### src/rtl/matrix_alu_seq.sv
// -----------------------------------------------------------------------------
// matrix_alu_seq
//   Sequential matrix ALU. On an accepted start it latches two square signed
//   matrices plus a scalar, then computes one result element per written cycle
//   into result_final:
//     000 A+B   001 A-B   010 transpose(A)   011 -A   100 scalar*A   101 A*B
//   Element-wise ops take N*N RUN cycles. A*B takes N*N*N RUN cycles, one MAC
//   per cycle. Invalid requests go straight to DONE with error set.
//
// Parameters
//   ELEM_W  signed element width (4..16)
//   MAX_N   maximum matrix dimension (2..8)
//   SIZE_W  width of matrix_size (derived)
//
// Ports
//   clk, rst        clock, synchronous active-high reset
//   start           request pulse, accepted only when idle
//   op_code         operation select (110/111 invalid)
//   matrix_size     dimension N, valid 1..MAX_N
//   matrix_a/_b     element (r,c) at [(r*MAX_N+c)*ELEM_W +: ELEM_W]
//   scalar          multiplier for op 100
//   result_final    result register, same layout as the inputs
//   busy            high from acceptance through the DONE cycle
//   process_done    one-cycle completion pulse
//   overflow        sticky: some element did not fit in ELEM_W
//   error           invalid op_code or matrix_size
//
// Build option
//   MATRIX_ALU_SAT_EN  defined: out-of-range elements clamp to the ELEM_W
//                      limits. Undefined: they wrap (low ELEM_W bits kept).
// -----------------------------------------------------------------------------
module matrix_alu_seq #(
   parameter int ELEM_W = 8,
   parameter int MAX_N  = 5,
   parameter int SIZE_W = $clog2(MAX_N + 1)
) (
   input  logic                          clk,
   input  logic                          rst,
   input  logic                          start,
   input  logic [2:0]                    op_code,
   input  logic [SIZE_W-1:0]             matrix_size,
   input  logic [MAX_N*MAX_N*ELEM_W-1:0] matrix_a,
   input  logic [MAX_N*MAX_N*ELEM_W-1:0] matrix_b,
   input  logic [ELEM_W-1:0]             scalar,
   output logic [MAX_N*MAX_N*ELEM_W-1:0] result_final,
   output logic                          busy,
   output logic                          process_done,
   output logic                          overflow,
   output logic                          error
);

   localparam int MAT_W = MAX_N * MAX_N * ELEM_W;
   // Wide enough for an N-term sum of full ELEM_W x ELEM_W products.
   localparam int ACC_W = 2 * ELEM_W + $clog2(MAX_N);
   localparam int IDX_W = $clog2(MAX_N);

   localparam logic [2:0] OP_ADD = 3'd0;
   localparam logic [2:0] OP_SUB = 3'd1;
   localparam logic [2:0] OP_TRN = 3'd2;
   localparam logic [2:0] OP_NEG = 3'd3;
   localparam logic [2:0] OP_SCL = 3'd4;
   localparam logic [2:0] OP_MUL = 3'd5;

   typedef enum logic [1:0] {IDLE, RUN, DONE} state_t;

   state_t state_q, state_d;

   // Latched request
   logic [2:0]               op_q;
   logic [IDX_W-1:0]         last_q;   // N-1
   logic [MAT_W-1:0]         a_q, b_q;
   logic signed [ELEM_W-1:0] s_q;

   // Iteration state
   logic [IDX_W-1:0]         row_q, col_q, k_q;
   logic signed [ACC_W-1:0]  acc_q;

   logic signed [ELEM_W-1:0] a_m   [MAX_N][MAX_N];
   logic signed [ELEM_W-1:0] b_m   [MAX_N][MAX_N];
   logic signed [ELEM_W-1:0] res_m [MAX_N][MAX_N];

   logic ovf_q, err_q;

   // Datapath combinational results
   logic                     req_bad;
   logic signed [ACC_W-1:0]  mac;
   logic signed [ACC_W-1:0]  full;
   logic [ACC_W-ELEM_W:0]    hi;
   logic                     elem_ovf;
   logic signed [ELEM_W-1:0] narrowed;
   logic                     wr_en;
   logic                     last_elem;

   // Flat buses <-> element arrays
   for (genvar i = 0; i < MAX_N; i++) begin : g_row
      for (genvar j = 0; j < MAX_N; j++) begin : g_col
         assign a_m[i][j] = a_q[(i*MAX_N+j)*ELEM_W +: ELEM_W];
         assign b_m[i][j] = b_q[(i*MAX_N+j)*ELEM_W +: ELEM_W];
         assign result_final[(i*MAX_N+j)*ELEM_W +: ELEM_W] = res_m[i][j];
      end
   end

   function automatic logic signed [ACC_W-1:0] sx(input logic signed [ELEM_W-1:0] x);
      return ACC_W'(x);
   endfunction

   assign req_bad = (op_code > OP_MUL) || (matrix_size == '0) ||
                    (matrix_size > SIZE_W'(MAX_N));

   always_comb begin
      mac = acc_q + sx(a_m[row_q][k_q]) * sx(b_m[k_q][col_q]);
      case (op_q)
         OP_ADD:  full = sx(a_m[row_q][col_q]) + sx(b_m[row_q][col_q]);
         OP_SUB:  full = sx(a_m[row_q][col_q]) - sx(b_m[row_q][col_q]);
         OP_TRN:  full = sx(a_m[col_q][row_q]);
         OP_NEG:  full = -sx(a_m[row_q][col_q]);
         OP_SCL:  full = sx(s_q) * sx(a_m[row_q][col_q]);
         OP_MUL:  full = mac;
         default: full = '0;
      endcase

      // Fits in ELEM_W iff every bit from the ELEM_W sign bit upward agrees.
      hi       = full[ACC_W-1:ELEM_W-1];
      elem_ovf = !((&hi) || !(|hi));
`ifdef MATRIX_ALU_SAT_EN
      if (elem_ovf)
         narrowed = full[ACC_W-1] ? {1'b1, {(ELEM_W-1){1'b0}}}
                                  : {1'b0, {(ELEM_W-1){1'b1}}};
      else
         narrowed = full[ELEM_W-1:0];
`else
      narrowed = full[ELEM_W-1:0];
`endif

      // A*B only writes once the inner index has covered 0..N-1.
      wr_en     = (op_q != OP_MUL) || (k_q == last_q);
      last_elem = wr_en && (row_q == last_q) && (col_q == last_q);
   end

   // FSM
   always_ff @(posedge clk) begin
      if (rst) state_q <= IDLE;
      else     state_q <= state_d;
   end

   always_comb begin
      state_d = state_q;
      case (state_q)
         IDLE: if (start) state_d = req_bad ? DONE : RUN;
         RUN:  if (last_elem) state_d = DONE;
         DONE: state_d = IDLE;
         default: state_d = IDLE;
      endcase
   end

   // Datapath
   always_ff @(posedge clk) begin
      if (rst) begin
         op_q   <= '0;
         last_q <= '0;
         a_q    <= '0;
         b_q    <= '0;
         s_q    <= '0;
         row_q  <= '0;
         col_q  <= '0;
         k_q    <= '0;
         acc_q  <= '0;
         ovf_q  <= 1'b0;
         err_q  <= 1'b0;
         for (int i = 0; i < MAX_N; i++)
            for (int j = 0; j < MAX_N; j++)
               res_m[i][j] <= '0;
      end else begin
         case (state_q)
            IDLE: if (start) begin
               op_q   <= op_code;
               last_q <= IDX_W'(matrix_size - 1'b1);
               a_q    <= matrix_a;
               b_q    <= matrix_b;
               s_q    <= scalar;
               row_q  <= '0;
               col_q  <= '0;
               k_q    <= '0;
               acc_q  <= '0;
               ovf_q  <= 1'b0;
               err_q  <= req_bad;
               for (int i = 0; i < MAX_N; i++)
                  for (int j = 0; j < MAX_N; j++)
                     res_m[i][j] <= '0;
            end
            RUN: begin
               if (wr_en) begin
                  res_m[row_q][col_q] <= narrowed;
                  if (elem_ovf) ovf_q <= 1'b1;
                  acc_q <= '0;
                  k_q   <= '0;
                  if (col_q == last_q) begin
                     col_q <= '0;
                     row_q <= row_q + 1'b1;
                  end else begin
                     col_q <= col_q + 1'b1;
                  end
               end else begin
                  acc_q <= mac;
                  k_q   <= k_q + 1'b1;
               end
            end
            default: ;
         endcase
      end
   end

   assign busy         = (state_q != IDLE);
   assign process_done = (state_q == DONE);
   assign overflow     = ovf_q;
   assign error        = err_q;

endmodule

### config.mk
export PLATFORM = sky130hd
export DESIGN_NAME = matrix_alu_seq
export DESIGN_NICKNAME = d
export VERILOG_FILES = /design/src/rtl/matrix_alu_seq.sv
export SDC_FILE = /design/constraint.sdc
export NUM_CORES = 2
export LEC_CHECK = 0
export ABC_AREA = 0
export BUFFER_PORTS_ARGS = -buffer_cell sky130_fd_sc_hd__buf_4
export CAP_MARGIN = 20
export CORE_UTILIZATION = 45
export CTS_BUF_LIST = sky130_fd_sc_hd__clkbuf_2
export DETAILED_ROUTE_END_ITERATION = 8
export GPL_TIMING_DRIVEN = 0
export HOLD_SLACK_MARGIN = 0.15
export PLACE_DENSITY = 0.68
export RECOVER_POWER = 50
export SLEW_MARGIN = 20
export SYNTH_ARGS = -nofsm -noshare
export SYNTH_HDL_FRONTEND = slang
export SYNTH_SLANG_ARGS = --single-unit
export TNS_END_PERCENT = 10
### constraint.sdc
create_clock -name clk -period 22.8 [get_ports clk]
set_clock_uncertainty 0.1 [all_clocks]
set_input_delay 1.14 -clock clk [delete_from_list [all_inputs] [get_ports clk]]
set_output_delay 1.14 -clock clk [all_outputs]
set_load 0.05 [all_outputs]
==> metrics.cfg <==
[placement]
io_buffers=620
place_congestion=1.09
detailed_place_hpwl_um=132000
dpl-instance-area_mm2=0.0434

[setup_path]
setup.reg_to_reg.worst_slack_ps=12020
timing.reg2reg.worst_path_depth=28
max_fanout_on_critical_path=12
timing.critical_path.slowest_stage_cell=sky130_fd_sc_hd__o311ai_0
worst_ep_required_time_ps=23990
critical_path.reg2reg.endpoint=overflow$_SDFFE_PP0P_
endpoint_kind=flop
buffers_and_inverters_on_the_worst_path=7
critical_path.most_common_cell=sky130_fd_sc_hd__fa_1
startpoint_type_of_the_worst_setup_path=flop
crit_path_category=flop to flop
cp_slowest_stage_delay_ps=700
r2r-start=col_q[0]$_SDFFE_PP0P_
critPathArrivalTime_ps=11980
worst_path_dominant_cell_family=adder cells

[cells_and_area]
final_design_instance_area_without_fill_mm2=0.0486
layout.nets=6174
p_r_area_growth_vs_syn_pct=30.1
final_layout_size_suffix_gt1_share_pct=16.9
layout.core_utilization_pct=59.1

[flow_run]
cap_violations=0

[cts]
clk_pin_slew_worst_paths_ps=100
cts_inserted_buffers=164
cts-htree-levels=4
cts_tree=built
clock_sink_count=646
cts_setup_buffers=0
clock_path_buffers=3
clock_insertion_delay_worst_skew_ps=1460
root_cell_of_the_clock_tree=sky130_fd_sc_hd__clkbuf_2

[status]
outcome=complete, no violations

[floorplanning]
design.portCount=621
fp.dieArea_mm2=0.0841
placement_rows=105
floorplan_core_area_mm2=0.0821
initial_utilization_pct=45.5
die_height_um=290
dieWidth_um=290

[power]
power.static_leakage_uw=0.0197
ir_drop_v=0.0000423
total_power_uw=3280
pwr_density_cell_mw_per_mm2=67.6

[routing]
wl_per_cell_um=26.3
post_drt_via_cell_ratio=5.90
route.detailed.drc=0
firstDrtPassIters=8
drtIter0Drc=4569
postRouteWirelength_um=176000
route.antenna.remaining_nets=0
num_vias=39600

[logic_synthesis]
synthCells=4315
ys_top_cells_by_area=sky130_fd_sc_hd__dfxtp_1 (24%), sky130_fd_sc_hd__edfxtp_1 (16%), sky130_fd_sc_hd__nand2_1 (9.9%), sky130_fd_sc_hd__fa_1 (7.6%), sky130_fd_sc_hd__a21oi_1 (7.5%)
synth_cell_types=84
synth.largest_area_cell=sky130_fd_sc_hd__dfxtp_1
synth_common_cells=sky130_fd_sc_hd__nand2_1 (985), sky130_fd_sc_hd__a21oi_1 (561), sky130_fd_sc_hd__dfxtp_1 (446), sky130_fd_sc_hd__nor2_1 (438), sky130_fd_sc_hd__mux2i_1 (239)
synth_area_per_cell_um2=8.65
synth-main-ff-cell=sky130_fd_sc_hd__dfxtp_1
postSynthNetCount=4971
ys_warn_count=0
asyncSetResetFlopFracSynth_pct=0
synth_register_bits=646
synth_most_common_cell=sky130_fd_sc_hd__nand2_1
netlist.area_leader.share_pct=23.9
synth_seq_area_share_pct=40.0
number_of_flops_mapped_to_enable_cells_by_yosys=200
mappedNetlistArea_mm2=0.0373

[sta]
setup_viol=0
fin_hold_ws_ps=279
worstMarginPinSlew_ps=1440
drv_slew=0
max_clock_freq_mhz=92.7
final_cycle_utilization_of_the_critical_path_pct=47.3
slew_headroom_pct=4.28
fin_setup_tns_ps=0
finalWorstPathRequiredPeriod_ps=10780
report.final.hold_viol_count=0
grt_setup_unrepaired=false

[worst_hold_path]
hold-path-cell-count=4
holdCritPathClass=input pin to flop
min-delay-start=matrix_size[2]
min_delay_worst_endpoint=last_q[2]$_SDFFE_PP0P_

[global_route]
global_route.usage.met1_pct=50.6
gr_peak_layer=met2
grt_pass1_vias=39300
global_route_wire_length_before_repair_um=253000
grt_max_degree=17
grt_antenna_before_repair=13
grtUsageMet3_pct=10.3
gr-total-overflow=0
grt_usage_pct=40.8
grt_use_met2_pct=64.6

## cells by family (layout without fill, tap and decap cells)
logic type	after synthesis	count (layout)	share of synthesized area (%)
simple gates	1618	1618	17.7
compound gates	954	954	15.0
flops	646	646	40.0
buf+inv	499	1814	5.51
mux	299	299	9.54
fa+ha+maj	239	239	10.8
xor+xnor	60	60	1.41
other cells	0	8	0
## timing repair
action,4_1_cts,5_1_grt
setup endpoints to repair,0,0
resized for setup,0,0
endpoints found under the hold margin,417,0
hold buffers,415,0
## metal layers
metal / routed length, µm / vias to the layer above
li1: - / 17200
met1: 66800 / 18900
met2: 78400 / 2857
met3: 19600 / 665
met4: 11300 / 6
met5: 36 / -
## area by class of cell
type	count	area, µm²
Fill cell	7455	33600
Multi-Input combinational cell	3170	20400
Sequential cell	646	14900
Timing Repair Buffer	1037	8420
Tap cell	1070	1340
Buffer	306	1330
Clock buffer	233	1170
Inverter	193	724
Clock inverter	45	253
Antenna cell	8	20.0
## metrics by stage
step / setup WS, ps / cells
after floorplan: 14490 / 4315
after global placement: 11600 / 6005
after detailed placement: 12360 / 6007
after CTS: 12350 / 6700
after global routing: 11910 / 6704
final: 12020 / 6708
## registers in the layout, summed over array words and instances, names as in the netlist
register / flops
k_q: 3
acc_q: 19
state_q: 2
overflow: 1
s_q: 8
op_q: 3
col_q: 3
error: 1
res_m: 200
a_q: 200
b_q: 200
row_q: 3
last_q: 3
## placed cells by master, fill, tap and decap left out, drive strengths merged, types with 16 or more instances in the layout
master / instances
a22oi: 54
mux2i: 239
a21o: 16
xor2: 16
fa: 141
dlygate4sd3: 415
nand2: 986
mux4: 43
buf: 607
mux2: 17
nand2b: 26
o21ai: 64
and2: 30
o22ai: 99
clkbuf: 554
a21oi: 563
clkinv: 35
ha: 98
dfxtp: 446
inv: 197
edfxtp: 200
xnor2: 44
a22o: 18
a31oi: 41
nor3: 19
a211oi: 19
nor2: 451
or2: 20
nor2b: 24
## worst register-to-register path, delay by kind of cell, from the launching register on
kind | cells | cell delay [ps]
fa+ha+maj | 6 | 2840
mux | 3 | 660
simple gates | 6 | 2100
buf+inv | 7 | 2200
compound gates | 6 | 2130
flops | 1 | 660
## where the power goes
part / switching [µW] / leakage (µW) / total, µW / internal (µW)
registers: 89.6 / 0.00584 / 1360 / 1270
clock network: 516 / 0.00108 / 805 / 289
logic: 732 / 0.0128 / 1110 / 380
## worst max path at each step
stage,start,to,slack [ps],cells after the start
finish,col_q[0]$_SDFFE_PP0P_,overflow$_SDFFE_PP0P_,12020,28
CTS,col_q[1]$_SDFFE_PP0P_,overflow$_SDFFE_PP0P_,12350,28
global placement,col_q[0]$_SDFFE_PP0P_,res_m[4][31]$_SDFFCE_PN0P_,11600,25
global route,col_q[0]$_SDFFE_PP0P_,overflow$_SDFFE_PP0P_,11910,28
floorplan,col_q[0]$_SDFFE_PP0P_,overflow$_SDFFE_PP0P_,14490,31
detailed placement,col_q[1]$_SDFFE_PP0P_,overflow$_SDFFE_PP0P_,12360,28
(Power assumes the default switching activity.)
